--- src/rtl/jtag_scan_master_pkg.sv ---
// Shared encodings for the JTAG scan master: FSM states, TMS preambles, TAP state codes.
// Build option JTAG_TLR_ON_RESET_EN (consumed by jtag_scan_master) adds a TAP reset walk after Reset_n.
package jtag_scan_master_pkg;

  typedef enum logic [2:0] {
    ST_IDLE, ST_TLR, ST_PRE, ST_SHIFT, ST_POST, ST_RESP
  } state_e;

  // TMS preambles from Run-Test/Idle into Shift, LSB sent first
  localparam logic [2:0] DR_PRE     = 3'b001;
  localparam int         DR_PRE_CNT = 3;
  localparam logic [3:0] IR_PRE     = 4'b0011;
  localparam int         IR_PRE_CNT = 4;

  typedef enum logic [3:0] {
    TAP_TLR,    TAP_RTI,
    TAP_SEL_DR, TAP_CAP_DR, TAP_SH_DR, TAP_EX1_DR, TAP_PAU_DR, TAP_EX2_DR, TAP_UPD_DR,
    TAP_SEL_IR, TAP_CAP_IR, TAP_SH_IR, TAP_EX1_IR, TAP_PAU_IR, TAP_EX2_IR, TAP_UPD_IR
  } tap_state_e;

endpackage

--- src/rtl/jtag_tck_phase.sv ---
// TCK generator: two Clocks per TCK (low slot, then high slot) while enabled; TCK parks low otherwise.
// fall_strobe_o marks the Clock edge that drives TCK low, rise_strobe_o the edge that drives it high.
module jtag_tck_phase (
  input  logic clk_i,
  input  logic rst_ni,
  input  logic en_i,
  output logic tck_o,
  output logic fall_strobe_o,
  output logic rise_strobe_o
);

  logic ph_q;
  logic tck_q;

  assign fall_strobe_o = en_i & ~ph_q;
  assign rise_strobe_o = en_i &  ph_q;
  assign tck_o         = tck_q;

  always_ff @(posedge clk_i) begin
    if (!rst_ni || !en_i) begin
      ph_q  <= 1'b0;
      tck_q <= 1'b0;
    end else begin
      ph_q  <= ~ph_q;
      tck_q <= ph_q;
    end
  end

endmodule

--- src/rtl/jtag_scan_master.sv ---
// JTAG scan master: IR/DR scan commands -> TCK/TMS/TDI, TDO captured LSB first into RspData.
// Define JTAG_TLR_ON_RESET_EN to walk the TAP through Test-Logic-Reset to Run-Test/Idle after reset.
module jtag_scan_master
  import jtag_scan_master_pkg::*;
#(
  parameter int MAX_LEN = 32,
  parameter int LEN_W   = 6
) (
  input  logic               Clock,
  input  logic               Reset_n,
  input  logic               CmdValid,
  output logic               CmdReady,
  input  logic               CmdIsIR,
  input  logic [LEN_W-1:0]   CmdLen,
  input  logic [MAX_LEN-1:0] CmdData,
  output logic               RspValid,
  input  logic               RspReady,
  output logic [MAX_LEN-1:0] RspData,
  output logic               Busy,
  output logic               TCK,
  output logic               TMS,
  output logic               TDI,
  input  logic               TDO
);

  localparam int IDX_W = $clog2(MAX_LEN);

`ifdef JTAG_TLR_ON_RESET_EN
  localparam state_e RST_STATE = ST_TLR;
`else
  localparam state_e RST_STATE = ST_IDLE;
`endif

  state_e             state_q;
  logic [LEN_W-1:0]   cnt_q, last_q, last_d, pre_last;
  logic [MAX_LEN-1:0] sh_q, cap_q;
  logic [3:0]         pre_bits;
  logic               is_ir_q, tms_q, tdi_q, busy_q, cmd_ready_q, rsp_valid_q;
  logic               tck_en, fall, rise;

  // last_d is the index of the final shift bit: 0 -> 1 bit, oversize -> clamp
  always_comb begin
    if (CmdLen == '0)                    last_d = '0;
    else if (CmdLen > LEN_W'(MAX_LEN))   last_d = LEN_W'(MAX_LEN - 1);
    else                                 last_d = CmdLen - LEN_W'(1);
  end

  assign pre_bits = is_ir_q ? IR_PRE : {1'b0, DR_PRE};
  assign pre_last = is_ir_q ? LEN_W'(IR_PRE_CNT - 1) : LEN_W'(DR_PRE_CNT - 1);
  assign tck_en   = state_q inside {ST_TLR, ST_PRE, ST_SHIFT, ST_POST};

  jtag_tck_phase u_tck (
    .clk_i         (Clock),
    .rst_ni        (Reset_n),
    .en_i          (tck_en),
    .tck_o         (TCK),
    .fall_strobe_o (fall),
    .rise_strobe_o (rise)
  );

  always_ff @(posedge Clock) begin
    if (!Reset_n) begin
      state_q     <= RST_STATE;
      cnt_q       <= '0;
      last_q      <= '0;
      sh_q        <= '0;
      cap_q       <= '0;
      is_ir_q     <= 1'b0;
      tms_q       <= 1'b1;
      tdi_q       <= 1'b0;
      busy_q      <= 1'b0;
      cmd_ready_q <= 1'b0;
      rsp_valid_q <= 1'b0;
    end else begin
      case (state_q)
        ST_IDLE: begin
          if (CmdValid && cmd_ready_q) begin
            state_q     <= ST_PRE;
            busy_q      <= 1'b1;
            cmd_ready_q <= 1'b0;
            is_ir_q     <= CmdIsIR;
            last_q      <= last_d;
            sh_q        <= CmdData;
            cap_q       <= '0;
            cnt_q       <= '0;
          end else begin
            cmd_ready_q <= 1'b1;
            tms_q       <= 1'b0;
            tdi_q       <= 1'b0;
          end
        end
        // five TMS=1 TCKs reach Test-Logic-Reset, the sixth (TMS=0) lands in Run-Test/Idle
        ST_TLR: begin
          if (fall) tms_q <= (cnt_q != LEN_W'(5));
          else if (cnt_q == LEN_W'(5)) begin
            state_q     <= ST_IDLE;
            cnt_q       <= '0;
            cmd_ready_q <= 1'b1;
          end else cnt_q <= cnt_q + LEN_W'(1);
        end
        ST_PRE: begin
          if (fall) tms_q <= pre_bits[cnt_q[1:0]];
          else if (cnt_q == pre_last) begin
            state_q <= ST_SHIFT;
            cnt_q   <= '0;
          end else cnt_q <= cnt_q + LEN_W'(1);
        end
        ST_SHIFT: begin
          if (fall) begin
            tms_q <= (cnt_q == last_q);
            tdi_q <= sh_q[0];
          end else begin
            cap_q[cnt_q[IDX_W-1:0]] <= TDO;
            sh_q                    <= sh_q >> 1;
            if (cnt_q == last_q) begin
              state_q <= ST_POST;
              cnt_q   <= '0;
            end else cnt_q <= cnt_q + LEN_W'(1);
          end
        end
        ST_POST: begin
          if (fall) begin
            tms_q <= (cnt_q == '0);
            tdi_q <= 1'b0;
          end else if (cnt_q == LEN_W'(1)) begin
            state_q <= ST_RESP;
            cnt_q   <= '0;
          end else cnt_q <= cnt_q + LEN_W'(1);
        end
        ST_RESP: begin
          if (!rsp_valid_q) begin
            rsp_valid_q <= 1'b1;
            busy_q      <= 1'b0;
          end else if (RspReady) begin
            rsp_valid_q <= 1'b0;
            state_q     <= ST_IDLE;
            cmd_ready_q <= 1'b1;
          end
        end
        default: state_q <= ST_IDLE;
      endcase
    end
  end

  assign CmdReady = cmd_ready_q;
  assign RspValid = rsp_valid_q;
  assign RspData  = cap_q;
  assign Busy     = busy_q;
  assign TMS      = tms_q;
  assign TDI      = tdi_q;

endmodule

--- config.mk ---
export PLATFORM = sky130hd
export DESIGN_NAME = jtag_scan_master
export DESIGN_NICKNAME = d
export VERILOG_FILES = /design/src/rtl/jtag_scan_master_pkg.sv /design/src/rtl/jtag_tck_phase.sv /design/src/rtl/jtag_scan_master.sv
export SDC_FILE = /design/constraint.sdc
export NUM_CORES = 1
export LEC_CHECK = 0
export ABC_AREA = 1
export CAP_MARGIN = 5
export CELL_PAD_IN_SITES_DETAIL_PLACEMENT = 1
export CELL_PAD_IN_SITES_GLOBAL_PLACEMENT = 1
export CORE_UTILIZATION = 37
export DETAILED_ROUTE_END_ITERATION = 7
export HOLD_SLACK_MARGIN = 0.12
export PLACE_DENSITY_LB_ADDON = 0.05
export REMOVE_ABC_BUFFERS = 1
export SLEW_MARGIN = 5
export SYNTH_ARGS = -nofsm -noshare
export SYNTH_HDL_FRONTEND = slang
export SYNTH_SLANG_ARGS = --single-unit
--- constraint.sdc ---
create_clock -name Clock -period 1.8 [get_ports Clock]
set_input_delay 0.54 -clock Clock [delete_from_list [all_inputs] [get_ports Clock]]
set_output_delay 0.54 -clock Clock [all_outputs]
set_load 0.01 [all_outputs]
==> impl_results.md <==
* Part of the power in registers at 37.6%
* NetSw at 2.32 mW
* Internal power at 4.25 mW
* IO Port Bufs at 81
* Crit path cell chain: clkdlybuf4s50_1
* Wire length per cell at 15.0 um
* Worst path top cell family by delay: buffers and inverters
* Ys flop type: dfxtp_1
* Initial DRC count at 135
* Layout fillers at 1,406
* Worst-Skew Late Latency at 0.35 ns
* Gr ovfl total at 0
* Pin count of the biggest net entering global routing at 64
* Number of synthesized register bits at 87
* Area share of fa/ha/maj cells after synthesis at 2.05%
* First-pass GRT wire length at 21,200 um
* Final hold vios at 0
* Slowest cell on crit path: clkdlybuf4s50_1
* Fin worst setup slack at 0.0177 ns
* Final Critical Period at 1.78 ns
* Vias in the first global route at 4,488
* CTS Buf Count at 9
* RSZ-0062 raised after global routing: yes
* Sw Ratio at 35.3%
* R2R depth at 10
* Setup Buffers After CTS at 0
* H-tree levels at 3
* Hold_buf cts at 0
* Dpl ws at -0.316 ns
* Max FO, Critical Path at 2
* Initial Util at 38.6%
* # rows at 38
* Clock Sinks at 87
* Skew final at 0.0131 ns
* Critical Path Source: RspData[28]$_SDFFE_PN0P_
* Final slew viol count at 0
* Synth Area in Compound Gates at 20.7%
* Area growth, synth to finish at 35.9%
* Final worst path period share at 99.0%
* Synthesized cell area at 4260 um2
* RePlAce Congestion at 0.848
* Synth warn at 0
* CTS tree: yes
* Sequential fraction of the synthesis area at 40.9%
* Largest family of logic cells by synthesized area: simple AND/OR/NAND/NOR gates
* Routed WL at 13,000 um
* Crit path DAT at 1.24 ns
* Worst R2R Setup Slack at 0.13 ns
* Asr flop ratio synth at 0%
* Total chip power at 6.56 mW
* Core box area at 11,000 um2
* Boundary pin count at 82
* Vias at 4,501
* Max Buffers Root-to-Sink at 2
* CP required at 1.26 ns
* Final setup viols at 0
* Worst path max stage delay at 0.55 ns
* Via-per-instance ratio at 5.20
* Die H at 109 um
* Worst setup SP type: register
* Critical R2R Capture: TMS$_SDFFE_PN1P_
* Combinational share of power at 33.0%
* Nets at 772
* Antenna Nets Post-Route at 0
* Dpl hpwl at 9240 um
* Yosys cell types at 31
* Clock power share at 29.3%
* DP Area at 5440 um2
* Worst IR Drop VDD at 0.629 mV
* Share of cells above drive strength 1 at 10.1%
* ANT cells at 0
* # placed instances at 850
* P_leak at 2.67 nW
* Worst Hold Class: reg -> reg
* Worst Path Buf+Inv at 1
* Achievable frequency at 561 MHz
* Max-cap violations at 0
* Drt pass-1 iters at 4
* Syn_area_per_cell at 6.84 um2
* Root Buffer Master: clkbuf_16
* Finished Layout Cells at 866
* Setup Crit Path Kind: reg -> out
* Drt drc at 0
* Post-synth EDFFs at 0
* Worst R2R Start: cnt_q[0]$_SDFFE_PN0P_
* Critical Path Sink: RspData[28]
* Worst slew pin tran at 0.346 ns
* Clock slew at reported path FFs at 0.07 ns
* Die width at 109 um
* Gate count of the mapped netlist at 623
* Critical Path Stages at 1
* Die Footprint at 12,000 um2
* Slew Limit Headroom at 76.9%
* Outcome: complete, no violations
* GRT Overall Usage at 22.6%
* Synth Area in Simple Gates at 28.1%
* PwrDens at 1130 nW/um2
* Post-Layout Inst Area at 5790 um2
* Critical path endpoint category: output pin
* Initial antenna violation count at 0
* XOR/XNOR share of the synthesized area at 0.205%
* Mux contribution to synthesized area at 0%
-- synthesized netlist by cell type (2+ instances only) --
master	n	share of area (%)
a31oi_1	31	4.5
ha_1	7	2.1
nand2_2	3	0.44
inv_1	40	3.5
nor2_1	70	6.2
nand2_1	179	16
buf_2	10	1.2
inv_2	5	0.44
buf_6	3	0.79
nand3_1	24	2.8
clkbuf_1	14	1.2
o21ai_0	55	6.5
nand4_1	3	0.44
o32ai_1	8	1.6
nand2_4	2	0.53
dfxtp_1	87	41
a22oi_1	7	1.2
a21oi_1	33	3.9
o21ai_1	19	2.2
buf_4	4	0.70
nor3_1	7	0.82
or2_2	2	0.29
o211ai_1	2	0.35
-- cell type report --
class,count,area [um2],share of cell area [%]
Multi-Input combinational cell,458,2180,37.7
Sequential cell,87,1750,30.1
Timing Repair Buffer,119,1210,20.9
Clock buffer,12,246,4.26
Tap cell,140,175,3.02
Inverter,46,173,2.98
Clock inverter,4,55.1,0.951
-- flip-flops by register name, summed over array words and instances, names as in the netlist --
name         cells
Busy             1
last_q           6
sh_q            32
cnt_q            6
state_q          3
RspValid         1
is_ir_q          1
TMS              1
RspData         32
u_tck.tck_o      1
u_tck.ph_q       1
CmdReady         1
TDI              1
-- power groups by stage --
stage / Clock (mW) / Sequential, mW / Combinational, mW
2_1_floorplan: 0 / 2.47 / 1.23
3_3_place_gp: 0 / 2.49 / 2.08
3_5_place_dp: 0 / 2.50 / 2.16
4_1_cts: 1.96 / 2.46 / 2.17
5_1_grt: 2.05 / 2.51 / 2.43
6_report: 1.92 / 2.47 / 2.17
-- repair_timing --
item / 4_1_cts / 5_1_grt
endpoints found under the setup margin: 3 / 33
hold endpoints to repair: 0 / 0
resized for setup: 3 / 25
-- metrics by stage --
step           hold slack, ns  TNS [ns]  utilization [%]
2_1_floorplan           0.433    -19.47                -
3_3_place_gp            0.447     -5.27             49.3
3_5_place_dp            0.455     -8.87             49.3
4_1_cts                 0.466         0             52.0
5_1_grt                 0.489   -0.0717             52.5
6_report                0.458         0             52.5
-- layout by cell type (no fill, tap or decap) --
cell / count
nor2_8: 1
nand2_4: 2
nand2_2: 4
clkinv_1: 1
clkinvlp_4: 1
inv_1: 40
nand3_1: 24
a31oi_1: 31
nand4_1: 3
buf_12: 6
inv_2: 5
nand3_2: 1
nand2_1: 178
nor3_1: 7
o21bai_1: 1
dfxtp_1: 84
clkbuf_1: 2
xor2_1: 1
or2_2: 2
nor2_2: 3
ha_1: 7
o21ai_0: 54
clkbuf_16: 9
clkinv_4: 2
bufinv_16: 1
a21oi_1: 33
dlymetal6s2s_1: 18
dfxtp_2: 3
buf_4: 32
o32ai_1: 8
dlygate4sd2_1: 3
clkdlybuf4s50_1: 60
o21ai_1: 20
o31ai_1: 1
a22oi_1: 7
o211ai_1: 2
clkbuf_8: 1
nor2_1: 68
-- routing by layer --
layer / up-vias / track usage [%] / wire length [um]
met5: - / 0 / 0
met4: 0 / 7.62 / 149
met2: 81 / 38.5 / 6310
met1: 2143 / 29.2 / 6070
met3: 10 / 3.38 / 475
li1: 2267 / - / -
-- how the worst min path moves through the flow --
stage | end | depth (start not counted) | startpoint
finish | RspData[10]$_SDFFE_PN0P_ | 2 | RspData[10]$_SDFFE_PN0P_
floorplan | is_ir_q$_SDFFE_PN0N_ | 2 | is_ir_q$_SDFFE_PN0N_
CTS | RspData[10]$_SDFFE_PN0P_ | 2 | RspData[10]$_SDFFE_PN0P_
global route | RspData[9]$_SDFFE_PN0P_ | 2 | RspData[9]$_SDFFE_PN0P_
global placement | RspData[29]$_SDFFE_PN0P_ | 2 | RspData[29]$_SDFFE_PN0P_
detailed placement | RspData[11]$_SDFFE_PN0P_ | 2 | RspData[11]$_SDFFE_PN0P_
-- logic make-up after synthesis --
logic type	Yosys count
flip-flops	87
XOR/XNOR	1
adder cells (fa/ha/maj)	7
AND/OR/NAND/NOR	293
buffers and inverters	78
AO/OA/AOI/OAI	157
No activity file was read; power rests on OpenSTA's default activity.
